<file path="config.mk">
export PLATFORM = sky130hd
export DESIGN_NAME = morph_stream_filter
export DESIGN_NICKNAME = d
export VERILOG_FILES = /design/src/rtl/morph_pkg.sv /design/src/rtl/morph_row_kernel.sv /design/src/rtl/morph_stream_filter.sv
export SDC_FILE = /design/constraint.sdc
export NUM_CORES = 1
export LEC_CHECK = 0
export ABC_AREA = 1
export CORE_MARGIN = 2
export CORE_UTILIZATION = 45
export CTS_BUF_LIST = sky130_fd_sc_hd__clkbuf_16
export DETAILED_ROUTE_END_ITERATION = 16
export PLACE_DENSITY = 0.64
export SLEW_MARGIN = 30
export SYNTH_ARGS = -nofsm -noshare
export SYNTH_HDL_FRONTEND = slang
export SYNTH_HIERARCHICAL = 1
export SYNTH_SLANG_ARGS = --single-unit
export TNS_END_PERCENT = 30
</file>
<file path="constraint.sdc">
create_clock -name clk -period 8.76 [get_ports clk]
set_input_delay 2.19 -clock clk [delete_from_list [all_inputs] [get_ports clk]]
set_output_delay 2.19 -clock clk [all_outputs]
set_load 0.02 [all_outputs]
</file>
<file path="src/rtl/morph_pkg.sv">
// morph_pkg: shared operation and state encodings for the morphology stream filter
package morph_pkg;
  typedef enum logic [1:0] {COPY, DILATE, ERODE, GRADIENT} mode_t;
  typedef enum logic [2:0] {IDLE, LOAD, RUN, FLUSH, DONE} state_t;
endpackage

</file>
<file path="src/rtl/morph_row_kernel.sv">
// morph_row_kernel: one output row of 3x3 dilate/erode/gradient/copy from three input rows
module morph_row_kernel
  import morph_pkg::*;
#(
  parameter int W = 64
) (
  input  logic [W-1:0] prev,
  input  logic [W-1:0] cur,
  input  logic [W-1:0] next,
  input  logic         prev_ok,
  input  logic         next_ok,
  input  logic [1:0]   mode,
  input  logic         se_sel,
  output logic [W-1:0] row
);
  logic [W-1:0] pd, nd, pe, ne, dv, ev, d, e;
  // missing rows read as 0 for dilation and 1 for erosion; column shifts fill likewise
  assign pd = prev & {W{prev_ok}};
  assign nd = next & {W{next_ok}};
  assign pe = prev | {W{~prev_ok}};
  assign ne = next | {W{~next_ok}};
  assign dv = pd | cur | nd;
  assign ev = pe & cur & ne;
  assign d = se_sel ? (pd | nd | cur | (cur << 1) | (cur >> 1))
                    : (dv | (dv << 1) | (dv >> 1));
  assign e = se_sel ? (pe & ne & cur & {cur[W-2:0], 1'b1} & {1'b1, cur[W-1:1]})
                    : (ev & {ev[W-2:0], 1'b1} & {1'b1, ev[W-1:1]});
  assign row = mode == COPY   ? cur :
               mode == DILATE ? d :
               mode == ERODE  ? e : d ^ e;
endmodule

</file>
<file path="src/rtl/morph_stream_filter.sv">
// morph_stream_filter: streams an image row by row through a 3x3 morphology kernel into a sink RAM
module morph_stream_filter
  import morph_pkg::*;
#(
  parameter int IMG_W = 64,
  parameter int IMG_H = 128,
  localparam int AW = $clog2(IMG_H)
) (
  input  logic             clk,
  input  logic             rst,
  input  logic             start,
  input  logic [1:0]       mode,
  input  logic             se_sel,
  output logic [AW-1:0]    src_addr,
  input  logic [IMG_W-1:0] src_data,
  output logic             rd_req,
  output logic             wr_en,
  output logic [AW-1:0]    wr_addr,
  output logic [IMG_W-1:0] wr_data,
  output logic             busy,
  output logic             done
);
  state_t           state;
  logic [AW-1:0]    r;
  logic [IMG_W-1:0] prev, cur, k_row;
  logic             prev_ok, se_q, last;
  mode_t            mode_q;
  assign last     = r == AW'(IMG_H - 1);
  assign src_addr = state == RUN ? (last ? r : r + 1'b1) : '0;
  assign rd_req   = state == LOAD || state == RUN;
  assign busy     = state != IDLE;
  assign done     = state == DONE;
  morph_row_kernel #(.W(IMG_W)) kernel (
    .prev(prev), .cur(cur), .next(src_data),
    .prev_ok(prev_ok), .next_ok(!last),
    .mode(mode_q), .se_sel(se_q), .row(k_row)
  );
  always_ff @(posedge clk or posedge rst)
    if (rst) begin
      state   <= IDLE;
      r       <= '0;
      prev    <= '0;
      cur     <= '0;
      prev_ok <= 1'b0;
      mode_q  <= COPY;
      se_q    <= 1'b0;
      wr_en   <= 1'b0;
      wr_addr <= '0;
      wr_data <= '0;
    end else begin
      wr_en   <= 1'b0;
      wr_addr <= '0;
      wr_data <= '0;
      case (state)
        IDLE: if (start) begin
          state  <= LOAD;
          mode_q <= mode_t'(mode);
          se_q   <= se_sel;
        end
        LOAD: begin
          cur     <= src_data;
          prev    <= '0;
          prev_ok <= 1'b0;
          r       <= '0;
          state   <= RUN;
        end
        RUN: begin
          wr_en   <= 1'b1;
          wr_addr <= r;
          wr_data <= k_row;
          prev    <= cur;
          cur     <= src_data;
          prev_ok <= 1'b1;
          r       <= r + 1'b1;
          if (last) state <= FLUSH;
        end
        FLUSH:   state <= DONE;
        DONE:    state <= IDLE;
        default: state <= IDLE;
      endcase
    end
endmodule

</file>
; ---- Yosys cells after proc, flatten, opt, wreduce, memory -nomap -nowiden
; Cells that the tools add are included.
[totals]
in_bits = 70
register_bits = 214
out_inout_bits = 82
[op_classes]
eq_ne = 9
bitwise = 22
reduce_logical = 9
add_sub_neg = 1
muxes = 16
[op_table]
columns = operator, count
row1 = $and 64x64->64, 10
row2 = $or 64x64->64, 8
row3 = $mux 64, 6
row4 = $or 64x63->64, 2
row5 = $pmux 64 s2, 1
row6 = $xor 64x64->64, 1
row7 = $mux 7, 3
row8 = $pmux 7 s2, 1
row9 = $pmux 3 s4, 1
row10 = $add 7x1->7 const B, 1
row11 = $eq 7x7->1 const B, 1
row12 = $eq 3x2->1 const B, 2
row13 = $mux 3, 2
row14 = $ne 2x2->1 const B, 2
row15 = $reduce_and 2->1, 2
row16 = $eq 3x1->1 const B, 1
row17 = $eq 3x3->1 const B, 1
row18 = $logic_not 3->1, 1
row19 = $reduce_bool 3->1, 1
row20 = $eq 2x1->1 const B, 1
row21 = $eq 2x2->1 const B, 1
row22 = $logic_not 2->1, 1
row23 = $pmux 1 s2, 1
row24 = $reduce_bool 2->1, 1
row25 = other kinds (5), 5

; ---- Longest topological paths before layout
; Gate-level depths: netlist of the first run.
[depth]
ltp_word = 13
ltp_mapped = 18
depth_no_buf = 16

; ---- By module
; Netlist of the first run, hierarchy kept.
[by_module_without_submodules]
columns = mod, cells_each, n_inst, area_each_um2, seq_area_each_um2
row1 = morph_row_kernel, 1991, 1, 8456.9, 0.0
row2 = morph_stream_filter, 836, 1, 7856.3, 5355.1

; ---- Worst setup path before layout of the first run
; No wires, ideal clock.
[synth_timing]
path_type = reg-to-output
startpoint = register r[1]
endpoint = output port src_addr[0]
stages_incl_launch_ff = 6
arrival_ns = 1.330
path_buffers = 0
path_slack_ns = 5.240
t_required_ns = 6.570
cell_sequence = dfrtp_1 > ha_1 > nand3_1 > nor2_1 > nand2_1 > mux2i_1
[synth_via]
elab_chain_cells = 3
[synth_lines]
columns = element, line
row1 = from (decl), morph_stream_filter.sv:24  ; logic [AW-1:0] r;
row2 = from (signal assigned), morph_stream_filter.sv:74  ; r <= r + 1'b1;
row3 = $eq 7x7->1, morph_stream_filter.sv:28  ; assign last = r == AW'(IMG_H - 1);
row4 = $mux 7 (2 in series), morph_stream_filter.sv:29  ; assign src_addr = state == RUN ? (last ? r : r + 1'b1) : '0;
row5 = to (decl), morph_stream_filter.sv:14  ; output logic [AW-1:0] src_addr,
; Every way passes these cells.

; ---- Worst setup path after layout of the first run
[layout_timing]
startpoint = register state[0]
endpoint = output port src_addr[0]
[layout_via]
elab_chain_cells = 2
[layout_lines]
columns = element, line
row1 = from (decl), morph_stream_filter.sv:23  ; state_t state;
row2 = from (signal assigned), morph_stream_filter.sv:40  ; state <= IDLE;
row3 = from (signal assigned), morph_stream_filter.sv:56  ; state <= LOAD;
row4 = from (signal assigned), morph_stream_filter.sv:65  ; state <= RUN;
row5 = $eq 3x2->1, morph_stream_filter.sv:29
row6 = $mux 7, morph_stream_filter.sv:29
; Every way passes these cells.

==> results_dict.tcl, run 1 <==
set metrics [dict create \
    initial_core_util_pct 45.8 \
    synth_cell_types 27 \
    cp.arrival_ns 3.18 \
    cts-resized-gates 0 \
    dieArea_um2 37800 \
    first_pass_iters 12 \
    core_area_um2 35700 \
    clock.fmax_mhz 186 \
    grt_first_pass_wirelength_mm 81.5 \
    yosysSeqAreaShare_pct 32.8 \
    rsz0062_at_grt "false" \
    hp-start "state[2]$_DFFE_PP0P_" \
    syn_area_per_cell_um2 5.77 \
    synth_nets 2898 \
    hold_path_class "reg -> reg" \
    wire_per_inst_um 14.4 \
    grt_usage_pct 25.9 \
    final_cell_mix "nand2_1 (1211), nor2_1 (412), inv_1 (319)" \
    portBuffers 151 \
    die_height_um 194 \
    whs_ns 0.469 \
    final_area_um2 18600 \
    drtAntennaViolNets 0 \
    clk_latency_ns 0.57 \
    max_slew.worst_pin.slew_ns 0.987 \
    cp.required_ns 6.57 \
    finalHoldViolations 0 \
    ys_seq_elements 214 \
    via_count 17400 \
    outcome "complete, but fails checks" \
    min_to "state[2]$_DFFE_PP0P_" \
    fin_skew_ns 0.0131 \
    min_period_ns 5.37 \
    routabilityCongestion 0.855 \
    p_per_area_nw_per_um2 355 \
    hpwl_mm 30.3 \
    grt_pass1_vias 16500 \
    wirelength_mm 48.6 \
    utilization_pct 52.2 \
    cts_tree "yes" \
    cts_num_sinks 214 \
    drc 10 \
    drtIter0Drc 1322 \
    hold_path_depth 1 \
    power.total_mw 6.61 \
    rr_startpoint "r[0]$_DFFE_PP0P_" \
    diodes 0 \
    cts_max_level 1 \
    leakagePower_nw 10.3 \
    ios 152 \
    slew_viol_final 0 \
    post_cts_buffers 0 \
    crit_fanout 52 \
    worstSetupPathType "reg -> out" \
    vias_per_cell 5.16 \
    yosys_warnings 6 \
    rr_endpoint "wr_data[10]$_DFF_PP0_" \
    start_kind "flip-flop" \
    finalSetupViolations 0 \
    postPlaceCellArea_um2 17700 \
    setup_tns_ns 0 \
    reg2reg_setup_slack_ns 5.33 \
    max_slew_margin_pct 34.2 \
    crit_path_end_kind "output port" \
    cts-buffers-inserted 29 \
    die_w_um 194 \
    cap_violations 0 \
    antenna_found_initial 0 \
    r2r_cells 15 \
    min_period_over_period_pct 61.3 \
    row_count 69 \
    synthCells 2827 \
    fin_nets 2959 \
    layout-drive-gt1-share_pct 3.54 \
    syn-cell-area_um2 16300 \
    ir_worst_vdd_mv 0.214 \
    clock-root-buffer "clkbuf_16" \
    cts_hold_buf 0 \
    final_common_cell "nand2_1" \
    fillers 3652 \
    violations "DRC" \
    area_growth_pct 14.0 \
    clkSlewWorstSetupHoldPaths_ns 0.05 \
    cts_max_path_buffers 3 \
    grt_overflow 0 \
    grt_max_degree 122 \
]
[metal layers]
metal | vias to the layer above | wire length, um | track usage, %
met4 | 0 | 1540 | 9.60
met2 | 548 | 22700 | 44.1
met3 | 100 | 2820 | 2.97
li1 | 8735 | - | -
met5 | - | 0 | 0
met1 | 7997 | 21600 | 33.9
[cell families (layout without fill, tap and decap cells)]
| group | count (synthesis) | in the layout | synth area share (%) |
|---|---|---|---|
| adder cells (fa/ha/maj) | 1 | 1 | 0.0767 |
| AND/OR/NAND/NOR | 2007 | 2007 | 50.0 |
| buffers and inverters | 459 | 539 | 12.6 |
| AO/OA/AOI/OAI | 145 | 145 | 4.46 |
| multiplexers | 1 | 1 | 0.0614 |
| flip-flops | 214 | 214 | 32.8 |
[worst max-delay path, stage by stage, from the launching register on]
cell             delay, ns
dfrtp_1               0.40
nor2_1                0.24
nand2_4               0.24
inv_2                 0.09
buf_4                 0.56
nand2_1               0.23
mux2i_1               0.18
clkdlybuf4s50_1       0.63
[worst max-delay path by stage]
stage                               startpoint                  to  slack, ns  cells after the start
final                     state[0]$_DFFE_PP0P_         src_addr[0]       3.39                      7
after global routing      state[0]$_DFFE_PP0P_         src_addr[0]       3.24                      7
after CTS                 state[0]$_DFFE_PP0P_         src_addr[0]       3.34                      7
after detailed placement  state[0]$_DFFE_PP0P_         src_addr[0]       3.98                      7
after global placement    state[0]$_DFFE_PP0P_         src_addr[0]       3.99                      7
after floorplan                            rst  cur[0]$_DFFE_PP0P_       0.72                      1
[cells in the mapped netlist]
cell / number / area share, %
and3_1: 1 / 0.038
o22ai_1: 2 / 0.077
buf_1: 8 / 0.18
nand4_1: 1 / 0.038
or2_2: 1 / 0.038
nand2_2: 1 / 0.038
nand3_2: 9 / 0.55
a21oi_1: 61 / 1.9
buf_4: 18 / 0.83
nor2_2: 24 / 0.92
buf_6: 25 / 1.7
nor2_1: 412 / 9.5
nor3_1: 40 / 1.2
mux2i_1: 1 / 0.061
clkbuf_1: 23 / 0.53
nand2_1: 1213 / 28
buf_2: 61 / 1.9
nand3b_1: 17 / 0.78
nand3_4: 1 / 0.11
o21ai_0: 58 / 1.8
ha_1: 1 / 0.077
dfrtp_1: 214 / 33
nor2_4: 1 / 0.069
o21ai_1: 24 / 0.74
nand3_1: 286 / 8.8
inv_2: 10 / 0.23
inv_1: 314 / 7.2
[metrics by stage]
stage	std cells	setup slack, ns
3_5_place_dp	3318	3.98
2_1_floorplan	2827	0.719
5_1_grt	3368	3.24
6_report	3368	3.39
3_3_place_gp	3318	3.99
4_1_cts	3368	3.34
[power by group]
group | internal (mW) | switching [mW]
sequential | 1.37 | 0.544
clock | 0.648 | 0.454
combinational | 1.12 | 2.47
total | 3.14 | 3.47
[registers in the layout, summed over array words and instances, names as in the netlist]
| signal | cells |
|---|---|
| wr_data | 64 |
| wr_addr | 7 |
| prev_ok | 1 |
| cur | 64 |
| prev | 64 |
| se_q | 1 |
| r | 7 |
| state | 3 |
| wr_en | 1 |
| mode_q | 2 |
[area by class of cell]
class | instances | area [um2] | share of cell area (%)
tap | 461 | 577 | 3.10
timing repair buffer | 165 | 1640 | 8.80
clock inverter | 21 | 140 | 0.753
inverter | 324 | 1220 | 6.58
sequential | 214 | 5360 | 28.8
clock buffer | 29 | 726 | 3.90
multi-input combinational | 2154 | 8930 | 48.0
Note: power is estimated with default switching activity, not from simulation.
==> inputs of run 2 (changes only) <==
==> constraint.sdc (replaced) <==
create_clock -name clk -period 5.25 [get_ports clk]
set_input_delay 1.3125 -clock clk [delete_from_list [all_inputs] [get_ports clk]]
set_output_delay 1.3125 -clock clk [all_outputs]
set_load 0.02 [all_outputs]
==> results_dict.tcl, run 2 (same netlist as run 1, synthesis figures left out) <==
set metrics [dict create \
    outcome "complete, but fails checks" \
    violations "DRC" \
    cts_tree "yes" \
    routabilityCongestion 0.819 \
    crit_family "simple AND/OR/NAND/NOR gates" \
    start_kind "flip-flop" \
    utilization_pct 52.4 \
    finalSetupViolations 0 \
    seqPwrFrac_pct 29.0 \
    hold_path_class "reg -> reg" \
    final-seq-area_um2 5360 \
    worstSetupPathType "reg -> out" \
    drc 4 \
    cpPeakStageDelay_ns 0.62 \
    finalHoldViolations 0 \
    cap_violations 0 \
    whs_ns 0.446 \
    cts_hold_buf 0 \
    final_common_cell "nand2_1" \
    clkSlewWorstSetupHoldPaths_ns 0.06 \
    core_area_um2 35700 \
    clk_latency_ns 0.57 \
    initial_core_util_pct 45.8 \
    p_switching_mw 5.78 \
    clock.fmax_mhz 237 \
    first_pass_iters 12 \
    combPwrFrac_pct 53.8 \
    clock_power_share_pct 17.2 \
    leakagePower_nw 10.3 \
    via_count 17300 \
    fin_skew_ns 0.00965 \
    portBuffers 151 \
    crit_path_frequent_cell "nand2_1" \
    die_height_um 194 \
    biggestRegsByFlops "cur: 64 flops, prev: 64 flops, wr_data: 64 flops" \
    crit_fanout 63 \
    drtAntennaViolNets 0 \
    wire_per_inst_um 14.3 \
    cp.required_ns 3.94 \
    crit_buf_inv 1 \
    max_slew_margin_pct 38.9 \
    vias_per_cell 5.13 \
    rsz0062_at_grt "false" \
    swShare_pct 52.1 \
    cp.arrival_ns 2.91 \
    grt_max_degree 123 \
    min_period_over_period_pct 80.3 \
    p_per_area_nw_per_um2 594 \
    antenna_found_initial 0 \
    cts_max_path_buffers 3 \
    post_cts_buffers 0 \
    multi_input_area_um2 8920 \
    diodes 0 \
    min_period_ns 4.22 \
    grt_overflow 0 \
    dieArea_um2 37800 \
    die_w_um 194 \
    power.total_mw 11.1 \
    cts_max_level 1 \
    cts_num_sinks 214 \
    crit_path_end_kind "output port" \
    worstPathCellList "ha_1 -> nand2_1 -> nor2_1 -> nand2_4 -> nand2_1 -> mux2i_1 -> clkdlybuf4s50_1" \
    fillers 3694 \
    power.internal_mw 5.31 \
    ir_worst_vdd_mv 0.342 \
    area_growth_pct 14.5 \
    cts-buffers-inserted 28 \
    max_slew.worst_pin.slew_ns 0.917 \
    grt_usage_pct 25.3 \
    setup_tns_ns 0 \
    row_count 69 \
    wirelength_mm 48.1 \
    drtIter0Drc 1399 \
    cp_slowest_cell "clkdlybuf4s50_1" \
    fin_nets 2960 \
    slew_viol_final 0 \
    grt_first_pass_wirelength_mm 79.8 \
    cts-resized-gates 0 \
    grt_pass1_vias 16000 \
    ios 152 \
    hpwl_mm 30.2 \
    layout-drive-gt1-share_pct 3.78 \
    clock-root-buffer "clkbuf_16" \
    final_cell_mix "nand2_1 (1211), nor2_1 (412), inv_1 (317)" \
]
==> run 2: changes by cell type in the layout (fill, tap and decap cells not counted), sizes merged <==
cell	delta
clkinvlp	+3
buf	+2
inv	-4
clkinv	+1
bufinv	+1
==> run 2: per-layer routing <==
metal / vias up / track usage (%) / part of all wire (%)
li1: 8727 / - / -
met1: 7950 / 34.2 / 46
met2: 529 / 42.8 / 46
met3: 81 / 3.14 / 6.3
met4: 0 / 7.18 / 2.0
met5: - / 0 / 0
==> run 2: path summary, 6_finish.rpt <==
check / start / endpoint / slack, ns / cells after the start
setup / recovery: r[0]$_DFFE_PP0P_ / src_addr[0] / 1.03 / 7
hold / removal: state[2]$_DFFE_PP0P_ / state[2]$_DFFE_PP0P_ / 0.45 / 1
setup reg to reg: r[0]$_DFFE_PP0P_ / wr_data[44]$_DFF_PP0_ / 1.82 / 16
hold reg to reg: state[2]$_DFFE_PP0P_ / state[2]$_DFFE_PP0P_ / 0.45 / 1
max in group asynchronous: rst / prev_ok$_DFFE_PP0P_ / 3.25 / 3
min in group asynchronous: rst / wr_data[16]$_DFF_PP0_ / 1.25 / 3
==> run 2: stage by stage <==
stage / area, um2 / instances / setup WS (ns)
after CTS: 18600 / 3370 / 0.962
after global placement: 17700 / 3319 / 1.61
final: 18700 / 3371 / 1.03
after detailed placement: 17700 / 3319 / 1.59
after floorplan: 16300 / 2827 / 1.15
after global routing: 18700 / 3371 / 0.771
==> run 2: worst register-to-register path, delay by kind of cell, from the launching register on <==
family / cells / cell delay (ns)
compound gates: 1 / 0.16
flops: 1 / 0.46
fa+ha+maj: 1 / 0.26
buf+inv: 3 / 0.99
simple gates: 11 / 1.43
==> run 2: cell type report <==
type | count | share of cell area, %
multi-input combinational | 2154 | 47.8
sequential | 214 | 28.7
timing repair buffer | 167 | 9.02
clock buffer | 29 | 3.89
tap | 461 | 3.09
inverter | 324 | 6.54
clock inverter | 22 | 0.965
==> run 2: power by group through the flow <==
stage | logic, mW | clock network (mW) | registers (mW)
after floorplan | 4.54 | 0 | 2.96
after global placement | 5.75 | 0 | 3.29
after detailed placement | 5.86 | 0 | 3.29
after CTS | 5.88 | 1.96 | 3.27
after global routing | 6.77 | 2.01 | 3.35
final | 5.96 | 1.91 | 3.22
